## src/rtl/uart_rx_byte_if.sv

```systemverilog
// uart_rx_byte_if: bundles the serial line and the received-byte outputs of
// the UART receive front-end.
//   rx        - raw serial line, idle high (driven by the line side)
//   po_data   - last correctly received byte
//   po_flag   - one-cycle strobe, po_data updated this cycle
//   frame_err - one-cycle strobe, stop bit sampled low and byte discarded
//   rx_busy   - high while a frame is being received
// Modports:
//   master - the receiver: consumes rx, produces the byte outputs
//   slave  - the line/consumer side: drives rx, observes the byte outputs
interface uart_rx_byte_if;
  logic       rx;
  logic [7:0] po_data;
  logic       po_flag;
  logic       frame_err;
  logic       rx_busy;

  modport master (
    input  rx,
    output po_data,
    output po_flag,
    output frame_err,
    output rx_busy
  );

  modport slave (
    output rx,
    input  po_data,
    input  po_flag,
    input  frame_err,
    input  rx_busy
  );
endinterface

```

## src/rtl/uart_rx_byte.sv

```systemverilog
// uart_rx_byte: 8N1 serial receiver, LSB first. Recovers bytes from the raw
// asynchronous rx line and presents each one as a single-cycle po_flag strobe
// with po_data. Start-bit glitches are dropped silently; a low stop bit gives
// a single-cycle frame_err strobe and the byte is discarded.
// Ports:
//   sys_clk   - system clock, all logic on the rising edge
//   sys_rst_n - asynchronous active-low reset
//   bus       - uart_rx_byte_if.master (rx in; po_data, po_flag, frame_err,
//               rx_busy out)
// Parameters:
//   CLK_FREQ  - system clock frequency in Hz
//   UART_BPS  - line baud rate; CLK_FREQ/UART_BPS must be at least 4
module uart_rx_byte #(
  parameter int CLK_FREQ = 50_000_000,
  parameter int UART_BPS = 9600
) (
  input  logic          sys_clk,
  input  logic          sys_rst_n,
  uart_rx_byte_if.master bus
);

  localparam int BAUD_CNT_MAX = CLK_FREQ / UART_BPS;
  localparam int MID          = BAUD_CNT_MAX / 2;
  localparam int CW           = (BAUD_CNT_MAX > 1) ? $clog2(BAUD_CNT_MAX) : 1;
  localparam logic [CW-1:0] CNT_LAST = CW'(BAUD_CNT_MAX - 1);
  localparam logic [CW-1:0] CNT_MID  = CW'(MID);

  // With fewer than 4 clocks per bit the sample point and the wrap point
  // could coincide, which the state machine below does not handle.
  if (BAUD_CNT_MAX < 4) begin : g_bad_baud
    $error("uart_rx_byte: CLK_FREQ/UART_BPS must be >= 4");
  end

  typedef enum logic [1:0] {IDLE, START, DATA, STOP} state_t;

  state_t        state;
  logic [CW-1:0] cnt;
  logic [3:0]    bit_cnt;
  logic [7:0]    shift;
  logic          sync1, sync2, rx_d;
  logic [7:0]    po_data;
  logic          po_flag, frame_err, rx_busy;

  logic fall, sample, wrap;

  // Synchronizer flops reset high so that releasing reset with an idle line
  // cannot look like a start edge.
  always_ff @(posedge sys_clk or negedge sys_rst_n) begin
    if (!sys_rst_n) begin
      sync1 <= 1'b1;
      sync2 <= 1'b1;
      rx_d  <= 1'b1;
    end else begin
      sync1 <= bus.rx;
      sync2 <= sync1;
      rx_d  <= sync2;
    end
  end

  assign fall   = !sync2 && rx_d;
  assign sample = (cnt == CNT_MID);
  assign wrap   = (cnt == CNT_LAST);

  always_ff @(posedge sys_clk or negedge sys_rst_n) begin
    if (!sys_rst_n) begin
      state     <= IDLE;
      cnt       <= '0;
      bit_cnt   <= '0;
      shift     <= '0;
      po_data   <= 8'h00;
      po_flag   <= 1'b0;
      frame_err <= 1'b0;
      rx_busy   <= 1'b0;
    end else begin
      po_flag   <= 1'b0;
      frame_err <= 1'b0;

      if (state == IDLE || wrap) cnt <= '0;
      else                       cnt <= cnt + CW'(1);

      case (state)
        IDLE: begin
          if (fall) begin
            state   <= START;
            rx_busy <= 1'b1;
          end
        end

        START: begin
          if (sample) begin
            if (sync2) begin
              // Line already back high mid start bit: treat as noise.
              state   <= IDLE;
              rx_busy <= 1'b0;
              cnt     <= '0;
            end else begin
              bit_cnt <= '0;
            end
          end else if (wrap) begin
            state <= DATA;
          end
        end

        DATA: begin
          if (sample) begin
            shift   <= {sync2, shift[7:1]};
            bit_cnt <= bit_cnt + 4'd1;
          end else if (wrap && bit_cnt == 4'd8) begin
            state <= STOP;
          end
        end

        STOP: begin
          // Leave at the stop sample rather than the end of the stop bit so
          // that a start bit immediately following is not missed.
          if (sample) begin
            state   <= IDLE;
            rx_busy <= 1'b0;
            cnt     <= '0;
            if (sync2) begin
              po_data <= shift;
              po_flag <= 1'b1;
            end else begin
              frame_err <= 1'b1;
            end
          end
        end

        default: begin
          state   <= IDLE;
          rx_busy <= 1'b0;
        end
      endcase
    end
  end

  assign bus.po_data   = po_data;
  assign bus.po_flag   = po_flag;
  assign bus.frame_err = frame_err;
  assign bus.rx_busy   = rx_busy;

endmodule

```

## src/flat_wrapper.sv

```systemverilog
// flat-port wrapper written by rule: the top's interface ports become plain ports
module uart_rx_byte_flat 
#(
  parameter int CLK_FREQ = 50_000_000,
  parameter int UART_BPS = 9600
)
  (sys_clk, sys_rst_n, bus_rx, bus_po_data, bus_po_flag, bus_frame_err, bus_rx_busy);
  uart_rx_byte_if bus_i ();
  input  logic sys_clk;
  input  logic sys_rst_n;
  input wire logic [$bits(bus_i.rx)-1:0] bus_rx;
  output wire logic [$bits(bus_i.po_data)-1:0] bus_po_data;
  output wire logic [$bits(bus_i.po_flag)-1:0] bus_po_flag;
  output wire logic [$bits(bus_i.frame_err)-1:0] bus_frame_err;
  output wire logic [$bits(bus_i.rx_busy)-1:0] bus_rx_busy;
  assign bus_i.rx = bus_rx;
  assign bus_po_data = bus_i.po_data;
  assign bus_po_flag = bus_i.po_flag;
  assign bus_frame_err = bus_i.frame_err;
  assign bus_rx_busy = bus_i.rx_busy;
  uart_rx_byte #(.CLK_FREQ(CLK_FREQ), .UART_BPS(UART_BPS)) u_core (.sys_clk(sys_clk), .sys_rst_n(sys_rst_n), .bus(bus_i));
endmodule
```

## config.mk

```make
export PLATFORM = sky130hd
export DESIGN_NAME = uart_rx_byte_flat
export DESIGN_NICKNAME = d
export VERILOG_FILES = /design/src/rtl/uart_rx_byte_if.sv /design/src/rtl/uart_rx_byte.sv /design/src/flat_wrapper.sv
export SDC_FILE = /design/constraint.sdc
export NUM_CORES = 1
export LEC_CHECK = 0
export ABC_CLOCK_PERIOD_IN_PS = 3300
export BUFFER_PORTS_ARGS = -buffer_cell sky130_fd_sc_hd__buf_2
export CAP_MARGIN = 10
export CELL_PAD_IN_SITES_DETAIL_PLACEMENT = 1
export CELL_PAD_IN_SITES_GLOBAL_PLACEMENT = 2
export CORE_MARGIN = 8
export CORE_UTILIZATION = 43
export DETAILED_ROUTE_END_ITERATION = 8
export PLACE_DENSITY_LB_ADDON = 0.1
export SLEW_MARGIN = 30
export SYNTH_ARGS = -nofsm -noshare
export SYNTH_HDL_FRONTEND = slang
export SYNTH_SLANG_ARGS = --single-unit
export TNS_END_PERCENT = 50
```

## constraint.sdc

```tcl
create_clock -name sys_clk -period 3.3 [get_ports sys_clk]
set_input_delay 0.165 -clock sys_clk [delete_from_list [all_inputs] [get_ports sys_clk]]
set_output_delay 0.165 -clock sys_clk [all_outputs]
set_load 0.01 [all_outputs]
```

# Yosys cells after proc, flatten, opt, wreduce, memory -nomap -nowiden
# Index checks and enable logic that the tools add are counted.
[classes]
n_reduce_logical = 12
mux = 28
n_eq_ne = 16
add_sub_neg = 2
[ops]
columns = ["cell", "n"]
rows = [
  ["13-bit two-way mux", 4],
  ["13-bit case mux with 2 select lines", 1],
  ["2-bit two-way mux", 7],
  ["13-bit by 1-bit adder with 13-bit output, second input constant", 1],
  ["13-bit by 12-bit equality test with 1-bit output, second input constant", 1],
  ["13-bit equality test, second input constant", 1],
  ["4-bit two-way mux", 3],
  ["2-bit by 1-bit inequality test with 1-bit output, second input constant", 6],
  ["1-bit two-way mux", 10],
  ["2-bit case mux with 4 select lines", 1],
  ["4-bit case mux with 2 select lines", 1],
  ["6-bit AND reduction", 1],
  ["5-bit AND reduction", 1],
  ["4-bit by 1-bit adder with 4-bit output, second input constant", 1],
  ["2-bit equality test, second input constant", 2],
  ["4-bit equality test, second input constant", 1],
  ["2-bit inequality test, second input constant", 2],
  ["4-bit AND reduction", 1],
  ["3-bit by 1-bit inequality test with 1-bit output, second input constant", 1],
  ["3-bit by 2-bit inequality test with 1-bit output, second input constant", 1],
  ["1-bit case mux with 3 select lines", 1],
  ["3-bit AND reduction", 1],
  ["3-bit nonzero test", 1],
  ["2-bit by 1-bit equality test with 1-bit output, second input constant", 1],
  ["other kinds (6)", 7],
]
[totals]
wordCells = 69
register_bits = 41
input_bits = 3
output_inout_bits = 11

# Longest topological paths before layout
[depth]
depth_word = 6
depth_mapped = 7
mapped_depth_nobuf = 6

# Least setup slack after synthesis
# Ideal clock, no wire load.
[synth_timing]
path_kind = "register to register"
startpoint = "register u_core.cnt[0]"
endpoint = "register u_core.shift[0]"
arrival_ps = 1652
synth_period_minus_slack_ps = 1776
t_required_ps = 3175
setup_slack_ps = 1524
stages_incl_launch_ff = 7
path_buffers = 0
path_cell_list = "dfrtp_1 -> inv_1 -> ha_1 -> nor4b_4 -> nand4_2 -> nor3_4 -> mux2_2"
[synth_via]
elab_chain_len = 2
[synth_rtl]
columns = ["element", "line_no", "rtl"]
rows = [
  ["start: declaration", "uart_rx_byte.sv:37", "logic [CW-1:0] cnt;"],
  ["start signal: assignment", "uart_rx_byte.sv:79", "else cnt <= cnt + CW'(1);"],
  ["13-bit by 12-bit equality test with 1-bit output", "uart_rx_byte.sv:61", "assign sample = (cnt == CNT_MID);"],
  ["2-bit AND reduction (no line)", "n/a", ""],
  ["end signal: assignment", "uart_rx_byte.sv:106", "shift <= {sync2, shift[7:1]};"],
  ["end: declaration", "uart_rx_byte.sv:39", "logic [7:0] shift;"],
]
# No other way between the ends.
# A chain may end at the register's enable or synchronous reset.

# Worst setup path after layout
[layout_timing]
startpoint = "register u_core.cnt[0]"
endpoint = "register u_core.shift[5]"
# Same word-level chain as after synthesis.

==> results.yml <==
run_status:
  outcome: "complete, no violations"
drt:
  m1WireLength_um: 2010
  drt-initial-drc-count: 46
  firstDrtPassIters: 4
  post-route-drc-count: 0
  drt-vias-per-instance: 5.53
  vias: 1328
  routed_wl_um: 4170
  postRouteAntennaNets: 0
  met2WireLength_um: 1990
  top_layer: "met4"
  wl_per_cell_um: 17.4
  wl_met3_um: 111
clock_tree:
  cts_made_buffers: 5
  cts-hold-fix-buffers: 1
  cts.sinks: 41
  cts_root_buf: "clkbuf_8"
  cts_resized: 0
  cts_tree: "done"
  cts_setup_buffers: 0
  h-tree-depth: 2
  clkTransAtPathRegs_ns: 0.08
  clock_path_buffers: 2
  insertion_delay_ns: 0.30
floorplan:
  start_util: 0.447
  ios: 14
  rows: 24
  die-area_um2: 6930
  die_h_um: 83.2
  fp.coreArea_um2: 4350
  die-width_um: 83.2
timing:
  setup_violations: 0
  worst_pin_slew_ns: 0.604
  fin_tns_setup_ns: 0
  rsz0062_at_grt: "no"
  maxSlewViolCount: 0
  finalWorstSetupSlack_ns: 1.02
  relSlewSlack: 0.597
  max_freq_mhz: 438
  finalHoldViolCount: 0
  period_needed_ns: 2.28
  worst_clock_skew_ns: 0.00399
  period_share: 0.691
  holdWs_ns: 0.359
setup_path:
  r2r-start: "u_core.cnt[0]$_DFF_PN0_"
  ff2ff_path_depth: 6
  regToRegSetupSlack_ns: 1.02
  crit_path_start_kind: "flop"
  required_ns: 3.48
  end_kind: "flop"
  r2r-end: "u_core.shift[5]$_DFFE_PN0P_"
  cp.arrival_ns: 2.46
  crit_fanout: 16
  setup.worst_path.class: "flop to flop"
placed_design:
  dp_slack_ns: 0.993
  place_congestion: 0.802
  dp.final_hpwl_um: 2950
  io_buffers: 13
  post_dp_cell_area_um2: 2050
  dp.cells: 230
hold_path:
  worst_hold_path_type: "flop to flop"
  hold_path_depth: 0
  hold_start: "u_core.sync1$_DFF_PN1_"
  holdPathEnd: "u_core.sync2$_DFF_PN1_"
logic_synthesis:
  synthTopCellsByArea: "dfrtp_1 (49%), mux2_2 (8.1%), dfstp_2 (4.1%)"
  synth-seq-cells: 41
  ys_types: 41
  avgSynthCellArea_um2: 11.4
  synth_cells: 170
  yosys.area.top_type: "dfrtp_1"
  async_flop_share: 1.00
  ys.flop_type: "dfrtp_1"
  syn_nets: 177
  synth_edf_count: 0
  yosys.area.top_type_share: 0.489
  synth-seq-area-share: 0.530
  synthTopCellsByCount: "dfrtp_1 (38), nor2_1 (16), mux2_2 (14)"
  yosysWarnings: 0
  yosysMostFrequentCell: "dfrtp_1"
  netlist_area_um2: 1940
cells_and_area:
  synthToLayoutAreaGrowth_pct: 10.9
  fill_cells: 487
  drive_gt1_frac: 0.229
  final_cells: 240
  finalNetCount: 194
  fin_area_um2: 2160
  num_antenna_cells: 0
power_and_ir_drop:
  combPwrFrac: 0.137
  p_per_area_nw_per_um2: 492
  internal_power_w: 0.000749
  p_switching_w: 0.000312
  p_leak_nw: 0.976
  power_frac_seq: 0.554
  ir_drop_v: 0.000271
  swShare: 0.294
  power_frac_clock: 0.310
job:
  maxCapViolations: 0
grt:
  grt_usage: 0.124
  grt_max_degree: 42
  grt_pass1_wl_um: 7220
  antenna_found_initial: 0
  grt-ovfl-total: 0
  grt_pass1_vias: 1491
## sequential cells by signal, summed over array words and instances, names as in the netlist, named ones only
name                  cells
u_core.bus.frame_err      1
u_core.bus.po_data        8
u_core.bus.rx_busy        1
u_core.rx_d               1
u_core.shift              8
u_core.cnt               13
u_core.bit_cnt            4
u_core.sync2              1
u_core.bus.po_flag        1
u_core.state              1
u_core.sync1              1
## final cells by class
class	count	area, um^2	area share
inverter	9	33.8	0.0157
clock buffer	6	72.6	0.0336
tap	52	65.1	0.0302
clock inverter	2	15.0	0.00696
timing repair buffer	15	87.6	0.0406
sequential	41	1030	0.477
multi-input combinational	115	853	0.396
## per-layer routing
metal,track usage,vias to the layer above
li1,-,641
met1,0.151,663
met2,0.205,18
met3,0.0332,6
met4,0.0431,0
met5,0,-
## placed cells by master (no fill, tap or decap), types with 2 or more instances in the layout
master | synthesis | final
mux2_4 | 2 | 2
and4_1 | 2 | 2
a211oi_1 | 2 | 2
dlygate4sd3_1 | 0 | 2
xor2_1 | 5 | 5
dfstp_2 | 3 | 3
clkbuf_8 | 0 | 5
a41oi_1 | 2 | 2
nand4_1 | 4 | 4
a21oi_1 | 7 | 7
nor3_1 | 7 | 7
nand3_1 | 7 | 7
nand2_1 | 8 | 8
inv_1 | 9 | 9
o22ai_1 | 2 | 2
buf_2 | 1 | 12
and3_1 | 2 | 2
clkinvlp_4 | 0 | 2
o21ai_0 | 7 | 7
dfrtp_1 | 38 | 38
nor4bb_1 | 3 | 3
ha_1 | 4 | 4
mux2_2 | 14 | 14
xnor2_1 | 4 | 4
nor2_1 | 16 | 16
## cells by family after synthesis
| group | share of synthesized area |
|---|---|
| buffers and inverters | 0.0315 |
| DFF | 0.530 |
| AOI/OAI and AO/OA | 0.0817 |
| and+or+nand+nor | 0.194 |
| xor gates and xnor gates | 0.0405 |
| adders and majority gates | 0.0257 |
| muxes | 0.0965 |
## worst max-delay path, cell delays in order, from the launching register on
cell and delay (ns):
dfrtp_1 0.42, inv_1 0.07, ha_1 0.15, nor4b_4 0.24, nand4_2 0.41, nor3_4 0.49
mux2_2 0.39
## per-stage QoR
stage	power, W	utilization
after floorplan	0.000691	-
after global placement	0.000729	0.470
after detailed placement	0.000741	0.470
after CTS	0.00107	0.493
after global routing	0.00112	0.495
final	0.00106	0.495
## power groups by stage
stage                     sequential, W  clock, W  combinational (W)
after floorplan                0.000576         0           0.000115
after global placement         0.000593         0           0.000136
after detailed placement       0.000597         0           0.000143
after CTS                      0.000587  0.000340           0.000146
after global routing           0.000593  0.000363           0.000165
final                          0.000588  0.000329           0.000145
## worst max path at each step
stage	from	end	slack [ns]	cells after the start
after CTS	u_core.cnt[0]$_DFF_PN0_	u_core.shift[5]$_DFFE_PN0P_	1.0	6
final	u_core.cnt[0]$_DFF_PN0_	u_core.shift[5]$_DFFE_PN0P_	1.02	6
after detailed placement	u_core.cnt[0]$_DFF_PN0_	u_core.shift[5]$_DFFE_PN0P_	0.99	6
after global placement	u_core.cnt[0]$_DFF_PN0_	u_core.shift[2]$_DFFE_PN0P_	1.12	6
after floorplan	u_core.cnt[0]$_DFF_PN0_	u_core.shift[0]$_DFFE_PN0P_	1.52	6
after global routing	u_core.cnt[0]$_DFF_PN0_	u_core.shift[5]$_DFFE_PN0P_	0.88	6
No activity file was read; power rests on OpenSTA's default activity.
